==> src/rtl/reg_share_arb.sv <==
// rtl/reg_share_arb.sv - round-robin arbiter in front of one shared WIDTH-bit register
// Optional feature macro: ARB_LOCK_EN (adds lock input and sticky ownership)
module reg_share_arb #(
  parameter int N     = 4,
  parameter int WIDTH = 8,
  parameter int IDXW  = $clog2(N)
) (
  input  logic                 clk,
  input  logic                 rst_n,
  input  logic [N-1:0]         req,
  input  logic [N*WIDTH-1:0]   wdata,
`ifdef ARB_LOCK_EN
  input  logic [N-1:0]         lock,
`endif
  output logic [N-1:0]         gnt,
  output logic [WIDTH-1:0]     q,
  output logic [WIDTH-1:0]     qb,
  output logic                 wr_vld,
  output logic [IDXW-1:0]      wr_src
);

  logic [IDXW-1:0] last;
  logic [IDXW-1:0] rr_idx;
  logic            rr_any;
  logic [IDXW-1:0] sel_idx;
  logic            sel_any;

  function automatic logic [IDXW-1:0] wrap_idx(input logic [IDXW-1:0] base, input int k);
    int s;
    s = int'(base) + k;
    if (s >= N) s = s - N;
    return IDXW'(s);
  endfunction

  // Search last+1 .. last+N; the first requester found wins, so last itself is checked last.
  always_comb begin
    rr_any = 1'b0;
    rr_idx = '0;
    for (int k = 1; k <= N; k++) begin
      if (!rr_any && req[wrap_idx(last, k)]) begin
        rr_any = 1'b1;
        rr_idx = wrap_idx(last, k);
      end
    end
  end

`ifdef ARB_LOCK_EN
  logic            lock_own;
  logic [IDXW-1:0] owner;
  logic            lock_hold;

  // An owner that drops req keeps everyone else out for that cycle; dropping lock hands back to round-robin.
  assign lock_hold = lock_own && lock[owner];

  always_comb begin
    if (lock_hold) begin
      sel_any = req[owner];
      sel_idx = owner;
    end else begin
      sel_any = rr_any;
      sel_idx = rr_idx;
    end
  end
`else
  assign sel_any = rr_any;
  assign sel_idx = rr_idx;
`endif

  always_comb begin
    gnt = '0;
    if (rst_n && sel_any) gnt[sel_idx] = 1'b1;
  end

  assign qb = ~q;

  always_ff @(posedge clk or negedge rst_n) begin
    if (!rst_n) begin
      q      <= '0;
      last   <= IDXW'(N - 1);
      wr_src <= '0;
      wr_vld <= 1'b0;
`ifdef ARB_LOCK_EN
      lock_own <= 1'b0;
      owner    <= '0;
`endif
    end else begin
      wr_vld <= sel_any;
      if (sel_any) begin
        q      <= wdata[int'(sel_idx)*WIDTH +: WIDTH];
        last   <= sel_idx;
        wr_src <= sel_idx;
      end
`ifdef ARB_LOCK_EN
      if (lock_own && (!req[owner] || !lock[owner])) lock_own <= 1'b0;
      if (sel_any && lock[sel_idx]) begin
        lock_own <= 1'b1;
        owner    <= sel_idx;
      end
`endif
    end
  end

endmodule

==> config.mk <==
export PLATFORM = sky130hd
export DESIGN_NAME = reg_share_arb
export DESIGN_NICKNAME = d
export VERILOG_FILES = /design/src/rtl/reg_share_arb.sv
export SDC_FILE = /design/constraint.sdc
export NUM_CORES = 1
export LEC_CHECK = 0
export BUFFER_PORTS_ARGS = -buffer_cell sky130_fd_sc_hd__buf_4
export CAP_MARGIN = 20
export CORE_UTILIZATION = 43
export DETAILED_ROUTE_END_ITERATION = 8
export PLACE_DENSITY = 0.83
export SYNTH_ARGS = -nofsm -noshare
export SYNTH_HDL_FRONTEND = slang
export SYNTH_SLANG_ARGS = --single-unit
==> constraint.sdc <==
create_clock -name clk -period 2.86 [get_ports clk]
set_input_delay 0.286 -clock clk [delete_from_list [all_inputs] [get_ports clk]]
set_output_delay 0.286 -clock clk [all_outputs]
set_load 0.02 [all_outputs]
==> After elaboration in Yosys (flattened, before gate mapping) <==
Index checks and enable logic that the tools add are counted.
{ "totals": {"out_inout_bits": 23, "regBits": 13, "in_bits": 38} }
{ "classes": {"n_reduce_logical": 8, "n_bitwise": 1, "magnitude_cmp": 10, "addsub": 8, "n_shift": 1, "mux": 23} }
{ "ops": {"columns": ["op", "count"], "rows": [
  ["$shiftx 32x6->8", 1],
  ["$mux 2", 8],
  ["$lt 2x3->1 const B", 5],
  ["$ge 3x3->1 const B", 3],
  ["$mux 1", 9],
  ["$bmux 1 s2", 4],
  ["$not 8->8", 1],
  ["$sub 2x1->2 const B", 4],
  ["$add 2x2->3 const B", 2],
  ["$logic_and 1x1->1", 5],
  ["$add 2x3->4 const B", 1],
  ["$ge 4x3->1 const B", 1],
  ["$mux 4", 1],
  ["$add 2x1->3 const B", 1],
  ["$logic_not 1->1", 3],
  ["$demux 1 s2", 1],
  ["$ge 2x1->1 const B", 1]
]} }

==> Logic depth before layout (Yosys ltp) <==
{ "logic_depth": {"depth_word": 20, "ltp_mapped": 8, "ltp_nobuf": 5} }

==> Worst setup path after synthesis <==
OpenSTA, ideal clock, no wires.
{ "synth_path": {"kind": "register -> output", "from": "reg last[1]", "to": "out gnt[2]", "t_required_ns": 2.574, "stages_incl_launch_ff": 8, "t_arrival_ns": 1.594, "slack_ns": 0.980, "path_cell_list": "dfstp_2 buf_6 nand3b_1 a31oi_1 buf_6 buf_12 nand3_1 nor2_1"} }
{ "synth_via": {"elab_chain_cells": 20, "word_cells_on_any_way": 45, "cone_classes": "add/sub (8); order compare (6); mux (23); reduce/logical (8)"} }
{ "synth_lines": {"columns": ["element", "line_no", "source"], "rows": [
  ["start, declared", "22", "logic [IDXW-1:0] last;"],
  ["start signal, assigned", "79", "last <= IDXW'(N - 1);"],
  ["start signal, assigned", "90", "last <= sel_idx;"],
  ["$add 2x1->3", "30", "s = int'(base) + k;"],
  ["$ge 3x3->1 / $sub 2x1->2 (equally long branches)", "31", "if (s >= N) s = s - N;"],
  ["$mux 2", "31", null],
  ["$bmux 1 s2", "40", "if (!rr_any && req[wrap_idx(last, k)]) begin"],
  ["$mux 1 (implied by the code)", "40", null],
  ["$mux 1", "40", null],
  ["$logic_not 1->1", "40", null],
  ["$logic_and 1x1->1", "40", null],
  ["[... 4 more ...]", null, null],
  ["$logic_not 1->1", "40", null],
  ["$logic_and 1x1->1", "40", null],
  ["$mux 2", "40", null],
  ["$lt 2x3->1 (implied by the code) / $ge 2x1->1 (equally long branches)", "71", "if (rst_n && sel_any) gnt[sel_idx] = 1'b1;"],
  ["$logic_and 1x1->1 (implied by the code)", "71", null],
  ["$mux 1 (implied by the code)", "71", null],
  ["$demux 1 s2", "71", null],
  ["$mux 4 (*)", "71", null],
  ["end, declared", "15", "output logic [N-1:0] gnt,"]
]} }
Every way passes the cells marked *; elsewhere a longest branch is shown, timed or not. The select of a mux whose other input is x is not followed.

==> Worst setup path in the final report <==
{ "layout_path": {"from": "reg last[1]", "to": "out gnt[3]"} }
The elaborated chain is that of the path after synthesis.

==> results.yml <==
pwr:
  p_per_area_nw_per_um2: 834
  power_leakage_nw: 0.745
  peakVddDrop_uv: 615
critical_path:
  critPathKind: "register to output port"
  max_stage_delay_ns: 0.60
  start_kind: "register"
  critPathSlowestCell: "dfstp_2"
  required_ns: 2.57
  cp_max_fo: 12
  critPathCaptureType: "output port"
  crit_chain: "nand2_1 > a21oi_1 > o221a_2 > nor2_1 > buf_4"
  cp.arrival_ns: 1.82
placed_design:
  io_buffer_count: 60
  place_hpwl_mm: 1.70
  pre_cts_ws_ns: 1.07
  gp_congestion: 0.849
clock_tree:
  cts_buffers: 3
  cts_resized: 0
  cts_buffer_depth: 2
  htree_levels: 1
  clock_sinks: 13
  insertion_delay_ns: 0.29
  cts-root-buf: "clkbuf_4"
  cts_tree: "done"
  clkTransAtPathRegs_ns: 0.09
synth:
  synth_xor_area_share_pct: 0
  synth-simple-area-share_pct: 17.6
  avgSynthCellArea_sq_um: 9.36
  yosys_warnings: 0
  ys_seq_area_share_pct: 37.3
  synth_top_family_by_area: "multiplexers"
  synthesis.area_sq_um: 880
  synthMuxAreaShare_pct: 19.3
  synth_fp_nets: 132
  synth_adder_area_share_pct: 0
  synthCells: 94
  ys_ff_latch: 13
  synth_cell_type_count: 25
  synth_compound_area_share_pct: 15.2
drt:
  vias: 905
  dr.first_iter.drc_count: 11
  dr.pass1.iters: 4
  drt-wirelength-per-cell_um: 12.6
  vias_per_cell: 5.00
  wirelength_mm: 2.28
  ant_nets: 0
  drc: 0
sta:
  clock-skew-final_ns: 0.00644
  slew_headroom_pct: 64.1
  setup_viol: 0
  min_period_over_period_pct: 73.7
  final-hold-violation-count: 0
  finalMaxSlewViolations: 0
  tns_ns: 0
  tightest_slew_ns: 0.539
  setup_slack_ns: 0.754
  min_period_ns: 2.11
  rsz0062_at_grt: "no"
  clock.fmax_ghz: 0.475
final_layout:
  layout_common_cells: "buf_4, mux2i_1, nor2_1"
  drive_gt1_share_pct: 47.4
  final_util_pct: 75.5
  nets: 195
  area_delta_synth_final_pct: 56.2
  antenna_cells: 0
  num-fill-cells: 129
  layout_commonest_cell: "buf_4"
grt:
  grt_antenna_before_repair: 0
  grtUsageTotal_pct: 21.5
  grt_overflow: 0
  grtUsageMet1_pct: 24.2
  grt_pass1_wl_mm: 3.28
  grt_pass1_vias: 819
  met2_usage_pct: 39.7
  grt-busiest-layer: "met2"
  grt_max_degree: 21
  grt_use_met3_pct: 2.31
floorplanning:
  ios: 61
  die_w_um: 47.2
  die_area_sq_um: 2230
  die_y_um: 47.2
  start_util_pct: 48.3
  core_area_sq_um: 1820
  rows: 15
min_path:
  min_path_type: "primary input to register"
run_status:
  status: "completed"
run:
  drv_cap: 0
==> cell usage after synthesis <==
library cell / instances / share of area, %
inv_1: 9 / 3.8
o221a_2: 1 / 1.3
clkbuf_1: 1 / 0.43
buf_6: 2 / 2.6
nand2_1: 6 / 2.6
a21o_1: 1 / 0.85
a31oi_1: 1 / 0.71
nand3_1: 2 / 1.1
a211o_1: 8 / 8.0
o31a_2: 1 / 1.1
o221ai_2: 1 / 1.7
a21oi_1: 1 / 0.57
nor2_1: 13 / 5.5
buf_12: 1 / 2.3
nor2b_1: 1 / 0.71
dfstp_2: 2 / 6.0
buf_2: 1 / 0.57
dfrtp_1: 11 / 31
mux2i_1: 17 / 19
nand3b_1: 2 / 1.7
nand2b_1: 1 / 0.71
a21o_2: 1 / 1.0
nor4_1: 1 / 0.71
nor3_1: 8 / 4.6
clkbuf_4: 1 / 0.85
==> state kept, by name, summed over array words and instances, names as in the netlist <==
| register | cells |
|---|---|
| last | 2 |
| wr_src | 2 |
| wr_vld | 1 |
| q | 8 |
==> stage by stage <==
stage | cells | power [mW] | cell area, sq um | hold slack [ns]
after global placement | 176 | 1.02 | 1340 | 0.144
after CTS | 181 | 1.15 | 1370 | 0.280
after floorplan | 94 | 0.781 | 880 | -0.00959
final | 181 | 1.15 | 1370 | 0.275
after detailed placement | 176 | 1.03 | 1340 | 0.147
after global routing | 181 | 1.21 | 1370 | 0.283
==> logic make-up after synthesis <==
kind of cell | after synthesis
AOI/OAI and AO/OA | 15
buffers and inverters | 15
and+or+nand+nor | 34
DFF | 13
muxes | 17
==> repair_timing <==
| item | 4_1_cts | 5_1_grt |
|---|---|---|
| hold endpoints to repair | 11 | 0 |
| hold buffers | 1 | 0 |
| endpoints found under the setup margin | 0 | 0 |
| setup buffers | 0 | 0 |
==> power by group <==
part | total [mW] | switching [mW] | internal [mW] | leakage (nW)
Combinational | 0.699 | 0.366 | 0.333 | 0.581
Clock | 0.121 | 0.0671 | 0.0543 | 0.0150
Sequential | 0.326 | 0.0635 | 0.263 | 0.149
Total | 1.15 | 0.497 | 0.650 | 0.745
==> cell type report <==
cell class / instances / area (sq um) / share of cell area, %
Timing Repair Buffer: 64 / 483 / 35.2
Clock buffer: 4 / 26.3 / 1.91
Multi-Input combinational cell: 66 / 472 / 34.3
Sequential cell: 13 / 328 / 23.9
Inverter: 9 / 33.8 / 2.46
Tap cell: 25 / 31.3 / 2.28
==> metal layers <==
metal / up-vias / routed length, um
met5: - / 0
met4: 0 / 35
met3: 5 / 112
met2: 37 / 1180
met1: 412 / 948
li1: 451 / -
==> worst max-delay path: cells and delay by family (launching register included) <==
family,cells,cell delay (ns)
compound gates,2,0.62
flops,1,0.60
buf+inv,1,0.16
simple gates,2,0.15
==> path summary, 6_finish.rpt <==
check | from | end | slack [ns] | depth (start not counted)
max | last[1] | gnt[3] | 0.75 | 5
min | req[2] | last[1] | 0.27 | 2
max reg2reg | last[1] | q[5] | 1.06 | 6
min reg2reg | wr_src[1] | wr_src[1] | 0.49 | 1
max in group asynchronous | rst_n | last[1] | 2.22 | 2
min in group asynchronous | rst_n | q[2] | 0.40 | 2
(Power assumes the default switching activity.)
